==> config.mk <==
export PLATFORM = sky130hd
export DESIGN_NAME = tx_huge_page_sched_flat
export DESIGN_NICKNAME = d
export VERILOG_FILES = /design/src/rtl/tx_huge_page_sched_if.sv /design/src/rtl/tx_huge_page_sched.sv /design/src/flat_wrapper.sv
export SDC_FILE = /design/constraint.sdc
export NUM_CORES = 1
export LEC_CHECK = 0
export BUFFER_PORTS_ARGS = -buffer_cell sky130_fd_sc_hd__buf_2
export CORE_ASPECT_RATIO = 0.7
export CORE_MARGIN = 2
export CORE_UTILIZATION = 50
export CTS_CLUSTER_DIAMETER = 30
export DETAILED_ROUTE_END_ITERATION = 7
export PLACE_DENSITY = 0.78
export SLEW_MARGIN = 10
export SYNTH_ARGS = -nofsm -noshare
export SYNTH_HDL_FRONTEND = slang
export SYNTH_SLANG_ARGS = --single-unit
==> constraint.sdc <==
create_clock -name trn_clk -period 4.6 [get_ports trn_clk]
set_input_delay 0.92 -clock trn_clk [delete_from_list [all_inputs] [get_ports trn_clk]]
set_output_delay 0.92 -clock trn_clk [all_outputs]
set_load 0.05 [all_outputs]
==> src/rtl/tx_huge_page_sched_if.sv <==
// DMA read-request channel between the huge-page scheduler and the read engine.
interface tx_huge_page_sched_if;
   logic        rd_req;
   logic [63:0] rd_addr;
   logic [9:0]  rd_qwords;
   logic        rd_ack;
   logic        rd_cpl_done;

   modport master (
      output rd_req, rd_addr, rd_qwords,
      input  rd_ack, rd_cpl_done
   );

   modport slave (
      input  rd_req, rd_addr, rd_qwords,
      output rd_ack, rd_cpl_done
   );
endinterface

==> src/rtl/tx_huge_page_sched.sv <==
// Transmit huge-page scheduler: walks the two driver pages in ping-pong order,
// slices each page into 4 KB-safe DMA reads and hands pages back once drained.
//
// state   | meaning
// --------+-----------------------------------------------------------
// S_IDLE  | wait for the active page's status, then capture addr/len
// S_CALC  | size the next chunk, or go free the page when nothing left
// S_REQ   | present the chunk; rd_req gated by the outstanding limit
// S_DRAIN | all chunks acknowledged, wait for completions to reach 0
// S_FREE  | free strobe is high this cycle; count it, flip active page
// S_GAP   | one idle cycle so the freed status has fallen
module tx_huge_page_sched #(
   parameter int MAX_RD_QW       = 64,
   parameter int MAX_OUTSTANDING = 4
) (
   input  logic                        trn_clk,
   input  logic                        reset,
   input  logic [63:0]                 huge_page_addr_1,
   input  logic [63:0]                 huge_page_addr_2,
   input  logic [31:0]                 huge_page_qwords_1,
   input  logic [31:0]                 huge_page_qwords_2,
   input  logic                        huge_page_status_1,
   input  logic                        huge_page_status_2,
   output logic                        huge_page_free_1,
   output logic                        huge_page_free_2,
   tx_huge_page_sched_if.master        rd,
   output logic                        active_page,
   output logic                        busy,
   output logic [31:0]                 pages_done,
   output logic                        err_cpl_underflow
);

   typedef enum logic [2:0] {S_IDLE, S_CALC, S_REQ, S_DRAIN, S_FREE, S_GAP} state_t;

   localparam logic [3:0]  MAX_OUT = 4'(MAX_OUTSTANDING);
   localparam logic [31:0] MAX_RD  = 32'(MAX_RD_QW);

   state_t      state;
   logic [63:0] cur_addr;
   logic [31:0] remaining;
   logic [3:0]  outstanding;

   logic        ack_hit;
   logic        underflow;
   logic [3:0]  out_nxt;
   logic [9:0]  to_boundary;
   logic [31:0] len;
   logic [31:0] rem_after;
   logic        sel_status;
   logic [63:0] sel_addr;
   logic [31:0] sel_qwords;

   // Next outstanding count, chunk sizing and active-page selection.
   always_comb begin
      ack_hit   = rd.rd_req & rd.rd_ack;
      underflow = 1'b0;
      out_nxt   = outstanding;
      if (ack_hit && !rd.rd_cpl_done) begin
         out_nxt = outstanding + 4'd1;
      end else if (!ack_hit && rd.rd_cpl_done) begin
         if (outstanding == 4'd0) underflow = 1'b1;
         else                     out_nxt   = outstanding - 4'd1;
      end

      // Qwords left before the next 4 KB boundary: 1..512.
      to_boundary = 10'd512 - {1'b0, cur_addr[11:3]};
      len = remaining;
      if (MAX_RD < len)                 len = MAX_RD;
      if ({22'd0, to_boundary} < len)   len = {22'd0, to_boundary};

      rem_after  = remaining - {22'd0, rd.rd_qwords};
      sel_status = active_page ? huge_page_status_2 : huge_page_status_1;
      sel_addr   = active_page ? huge_page_addr_2   : huge_page_addr_1;
      sel_qwords = active_page ? huge_page_qwords_2 : huge_page_qwords_1;
   end

   // Scheduler FSM with all outputs registered.
   always_ff @(posedge trn_clk) begin
      if (reset) begin
         state             <= S_IDLE;
         active_page       <= 1'b0;
         rd.rd_req         <= 1'b0;
         rd.rd_addr        <= 64'd0;
         rd.rd_qwords      <= 10'd0;
         huge_page_free_1  <= 1'b0;
         huge_page_free_2  <= 1'b0;
         outstanding       <= 4'd0;
         pages_done        <= 32'd0;
         err_cpl_underflow <= 1'b0;
         busy              <= 1'b0;
         cur_addr          <= 64'd0;
         remaining         <= 32'd0;
      end else begin
         outstanding      <= out_nxt;
         huge_page_free_1 <= 1'b0;
         huge_page_free_2 <= 1'b0;
         if (underflow) err_cpl_underflow <= 1'b1;

         case (state)
            S_IDLE: begin
               if (sel_status) begin
                  cur_addr  <= sel_addr;
                  remaining <= sel_qwords;
                  busy      <= 1'b1;
                  state     <= S_CALC;
               end
            end
            S_CALC: begin
               if (remaining == 32'd0) begin
                  huge_page_free_1 <= ~active_page;
                  huge_page_free_2 <= active_page;
                  state            <= S_FREE;
               end else begin
                  rd.rd_addr   <= cur_addr;
                  rd.rd_qwords <= len[9:0];
                  rd.rd_req    <= (out_nxt < MAX_OUT);
                  state        <= S_REQ;
               end
            end
            S_REQ: begin
               if (ack_hit) begin
                  rd.rd_req <= 1'b0;
                  cur_addr  <= cur_addr + {51'd0, rd.rd_qwords, 3'b000};
                  remaining <= rem_after;
                  state     <= (rem_after != 32'd0) ? S_CALC : S_DRAIN;
               end else begin
                  rd.rd_req <= (out_nxt < MAX_OUT);
               end
            end
            S_DRAIN: begin
               if (outstanding == 4'd0) begin
                  huge_page_free_1 <= ~active_page;
                  huge_page_free_2 <= active_page;
                  state            <= S_FREE;
               end
            end
            S_FREE: begin
               pages_done  <= pages_done + 32'd1;
               active_page <= ~active_page;
               state       <= S_GAP;
            end
            S_GAP: begin
               busy  <= 1'b0;
               state <= S_IDLE;
            end
            default: begin
               busy  <= 1'b0;
               state <= S_IDLE;
            end
         endcase
      end
   end

endmodule

==> src/flat_wrapper.sv <==
// flat-port wrapper written by rule: the top's interface ports become plain ports
module tx_huge_page_sched_flat 
#(
   parameter int MAX_RD_QW       = 64,
   parameter int MAX_OUTSTANDING = 4
)
  (trn_clk, reset, huge_page_addr_1, huge_page_addr_2, huge_page_qwords_1, huge_page_qwords_2, huge_page_status_1, huge_page_status_2, huge_page_free_1, huge_page_free_2, active_page, busy, pages_done, err_cpl_underflow, rd_rd_req, rd_rd_addr, rd_rd_qwords, rd_rd_ack, rd_rd_cpl_done);
  tx_huge_page_sched_if rd_i ();
  input  logic trn_clk;
  input  logic reset;
  input  logic [63:0] huge_page_addr_1;
  input  logic [63:0] huge_page_addr_2;
  input  logic [31:0] huge_page_qwords_1;
  input  logic [31:0] huge_page_qwords_2;
  input  logic huge_page_status_1;
  input  logic huge_page_status_2;
  output logic huge_page_free_1;
  output logic huge_page_free_2;
  output logic active_page;
  output logic busy;
  output logic [31:0] pages_done;
  output logic err_cpl_underflow;
  output wire logic [$bits(rd_i.rd_req)-1:0] rd_rd_req;
  output wire logic [$bits(rd_i.rd_addr)-1:0] rd_rd_addr;
  output wire logic [$bits(rd_i.rd_qwords)-1:0] rd_rd_qwords;
  input wire logic [$bits(rd_i.rd_ack)-1:0] rd_rd_ack;
  input wire logic [$bits(rd_i.rd_cpl_done)-1:0] rd_rd_cpl_done;
  assign rd_rd_req = rd_i.rd_req;
  assign rd_rd_addr = rd_i.rd_addr;
  assign rd_rd_qwords = rd_i.rd_qwords;
  assign rd_i.rd_ack = rd_rd_ack;
  assign rd_i.rd_cpl_done = rd_rd_cpl_done;
  tx_huge_page_sched #(.MAX_RD_QW(MAX_RD_QW), .MAX_OUTSTANDING(MAX_OUTSTANDING)) u_core (.trn_clk(trn_clk), .reset(reset), .huge_page_addr_1(huge_page_addr_1), .huge_page_addr_2(huge_page_addr_2), .huge_page_qwords_1(huge_page_qwords_1), .huge_page_qwords_2(huge_page_qwords_2), .huge_page_status_1(huge_page_status_1), .huge_page_status_2(huge_page_status_2), .huge_page_free_1(huge_page_free_1), .huge_page_free_2(huge_page_free_2), .rd(rd_i), .active_page(active_page), .busy(busy), .pages_done(pages_done), .err_cpl_underflow(err_cpl_underflow));
endmodule
==> impl_metrics.csv <==
group,metric,value,unit
route,dr.pass1.iters,5,
timing,maxSlewHeadroom,40.60,%
yosys,synth_area,12810,um^2
timing,fmax,266.7,MHz
cts,clockBufferDepth,3,
hold_path,hp-class,"register to register",
pwr,powerDensity,436.3,nW/um^2
hold_path,hold_depth,2,
critical_path,cp-start-kind,"register",
floorplanning,rows,48,
timing,fin_crit,3.750,ns
cts,cts_resized,0,
timing,finalHoldViolations,0,
pwr,comb_power_share,23.6,%
global_route,grt-ovfl-total,0,
yosys,ys_warn_count,0,
floorplanning,die_h,137.9,um
run,max-cap-violations,0,
finish,post_route_cells_drive_above_1_share,22.53,%
floorplanning,die_x,195.3,um
route,wirelength,42530,um
pwr,p_clk_share,45.1,%
route,vias,13760,
floorplanning,initial_core_util,51.38,%
finish,diodes,0,
global_route,grtUsageTotal,30.43,%
critical_path,reg2reg_depth,14,
yosys,syn_inst,1685,
yosys,ys_ff_latch,215,
floorplanning,die-area,26930,um^2
outcome,status,"completed",
global_route,antenna_found_initial,0,
route,route.detailed.drc,0,
cts,post_cts_buffers,0,
floorplanning,ios,310,
cts,clkTransAtPathRegs,0.05,ns
global_route,grt_pass1_wl,66190,um
route,wl_per_cell,18.45,um
timing,finalMaxSlewViolations,0,
yosys,yosys_most_used_dff,"dfxtp_1",
cts,clock_latency,0.53,ns
timing,tns,0,ns
critical_path,end_kind,"register",
pwr,cellLeakagePower,6.424,nW
cts,cts_tree,"done",
cts,cts_made_buffers,43,
cts,cts_sinks,215,
critical_path,critPathKind,"register to register",
finish,area_growth,25.03,%
yosys,synth-edff-count,0,
pwr,total_power,6.986,mW
global_route,grt_pass1_vias,12450,
pwr,seq_power_share,31.3,%
timing,rsz0062_at_grt,"no",
finish,finalNetCount,2182,
cts,htree_levels,2,
pwr,swShare,33.55,%
critical_path,crit_arrival,4.21,ns
placement,dp.final_hpwl,30320,um
cts,holdBufCountCts,0,
critical_path,required,5.06,ns
placement,gp_congestion,0.9707,
pwr,p_int,4.643,mW
timing,worstMarginPinSlew,0.8911,ns
pwr,ir_worst_vdd,262.8,uV
placement,dp.cells,2227,
timing,period_share,81.52,%
cts,clockRootBuffer,"clkbuf_16",
yosys,seq_area_frac_synth,33.61,%
timing,skew,0.01746,ns
yosys,synth_area_per_cell,7.600,um^2
pwr,net-switching-power,2.344,mW
route,first_iter_violations,1488,
yosys,yosysUniqueCellTypes,82,
route,ant_nets,0,
floorplanning,core,24920,um^2
global_route,grt_start_max_net_pins,82,
timing,setup_violations,0,
yosys,async_flop_share,0,%
critical_path,cp_max_fo,11,
timing,hold_ws,0.4478,ns
route,viasPerCell,5.968,
finish,final_cells,2305,
placement,numPortBuffers,309,
worst paths after layout:
path | to | slack [ns] | from
max | u_core.rd.rd_qwords[0] | 0.85 | u_core.remaining[15]
min | u_core.rd.rd_addr[29] | 0.45 | u_core.rd.rd_addr[29]
max reg2reg | u_core.rd.rd_qwords[0] | 0.85 | u_core.remaining[15]
min reg2reg | u_core.rd.rd_addr[29] | 0.45 | u_core.rd.rd_addr[29]
cells in the final DEF (no fill, tap or decap), types with 23 or more instances in the layout:
master     instances
dfxtp_1          214
xor2_1            33
nand3_1           51
mux2i_1           85
buf_2            308
nor2_1           145
nor4_1            23
o211ai_1          25
ha_1              35
inv_1             38
o21ai_0           75
clkbuf_16         43
a211oi_1          32
nand2_1          274
nor3_1            54
nand4_1           25
a21oi_1          192
registers in the layout, indices dropped and copies added, names as in the netlist:
signal	cells
u_core.cur_addr	64
u_core.rd.rd_addr	64
u_core.pages_done	32
u_core.remaining	32
u_core.rd.rd_qwords	10
u_core.outstanding	4
u_core.state	3
u_core.active_page	1
u_core.busy	1
u_core.err_cpl_underflow	1
u_core.huge_page_free_1	1
u_core.huge_page_free_2	1
u_core.rd.rd_req	1
worst max-delay path, stage by stage (launching register included):
cell     delay (ns)
dfxtp_1        0.36
or3_4          0.45
nor4b_4        0.46
nand4_2        0.20
a21oi_1        0.45
and2_1         0.23
inv_1          0.05
ha_1           0.29
a21o_1         0.16
a21o_1         0.16
a21oi_1        0.15
a21oi_1        0.08
buf_4          0.19
mux2_1         0.32
o21ai_1        0.11
cell usage after synthesis (15+ instances only):
master | number | area (um^2)
nand2_1 | 275 | 1032
dfxtp_1 | 215 | 4304
a21oi_1 | 192 | 960.9
nor2_1 | 146 | 548.0
clkbuf_1 | 89 | 334.1
mux2i_1 | 85 | 850.8
o21ai_0 | 75 | 375.4
nor3_1 | 55 | 275.3
nand3_1 | 51 | 255.2
inv_1 | 38 | 142.6
ha_1 | 35 | 437.9
xor2_1 | 33 | 289.0
a211oi_1 | 32 | 240.2
nand4_1 | 25 | 156.4
o211ai_1 | 25 | 187.7
nor4_1 | 24 | 150.1
xnor2_1 | 21 | 183.9
a31oi_1 | 15 | 93.84
and2_1 | 15 | 93.84
or3_1 | 15 | 93.84
cell families (layout without fill, tap and decap cells):
group	after synthesis	after routing	share of synthesized area, %
AND/OR/NAND/NOR	685	685	25.08
multiplexers	100	100	7.963
XOR/XNOR	54	54	3.693
buffers and inverters	151	444	4.612
other	1	3	0.02928
flip-flops	215	215	33.61
adder cells (fa/ha/maj)	37	37	3.732
AO/OA/AOI/OAI	442	442	21.28
layout make-up:
type,instances,area (um^2)
clock buffer,51,1146
clock inverter,27,326.6
fill,2160,8912
inverter,38,142.6
multi-input combinational,1321,7949
sequential,215,4308
tap,325,406.6
timing repair buffer,328,1733
routing by layer:
layer,wire length [um],GRT usage [%]
met2,18390,47.12
met4,860,8.312
met5,0,0
met1,18950,42.81
met3,4330,6.761
through the flow:
stage	utilization (%)	cell area [um^2]	setup slack (ns)
floorplan	-	12810	1.271
global placement	58.33	14540	0.9844
detailed placement	58.33	14540	0.9371
CTS	64.24	16010	0.9095
global route	64.24	16010	0.5649
finish	64.24	16010	0.8499
power groups by stage:
| stage | Combinational [mW] | Sequential (mW) | Clock [mW] |
|---|---|---|---|
| 2_1_floorplan | 1.07 | 2.26 | 0 |
| 3_3_place_gp | 1.60 | 2.20 | 0 |
| 3_5_place_dp | 1.61 | 2.21 | 0 |
| 4_1_cts | 1.62 | 2.18 | 3.18 |
| 5_1_grt | 1.80 | 2.21 | 3.28 |
| 6_report | 1.65 | 2.19 | 3.15 |
Note: power is estimated with default switching activity, not from simulation.
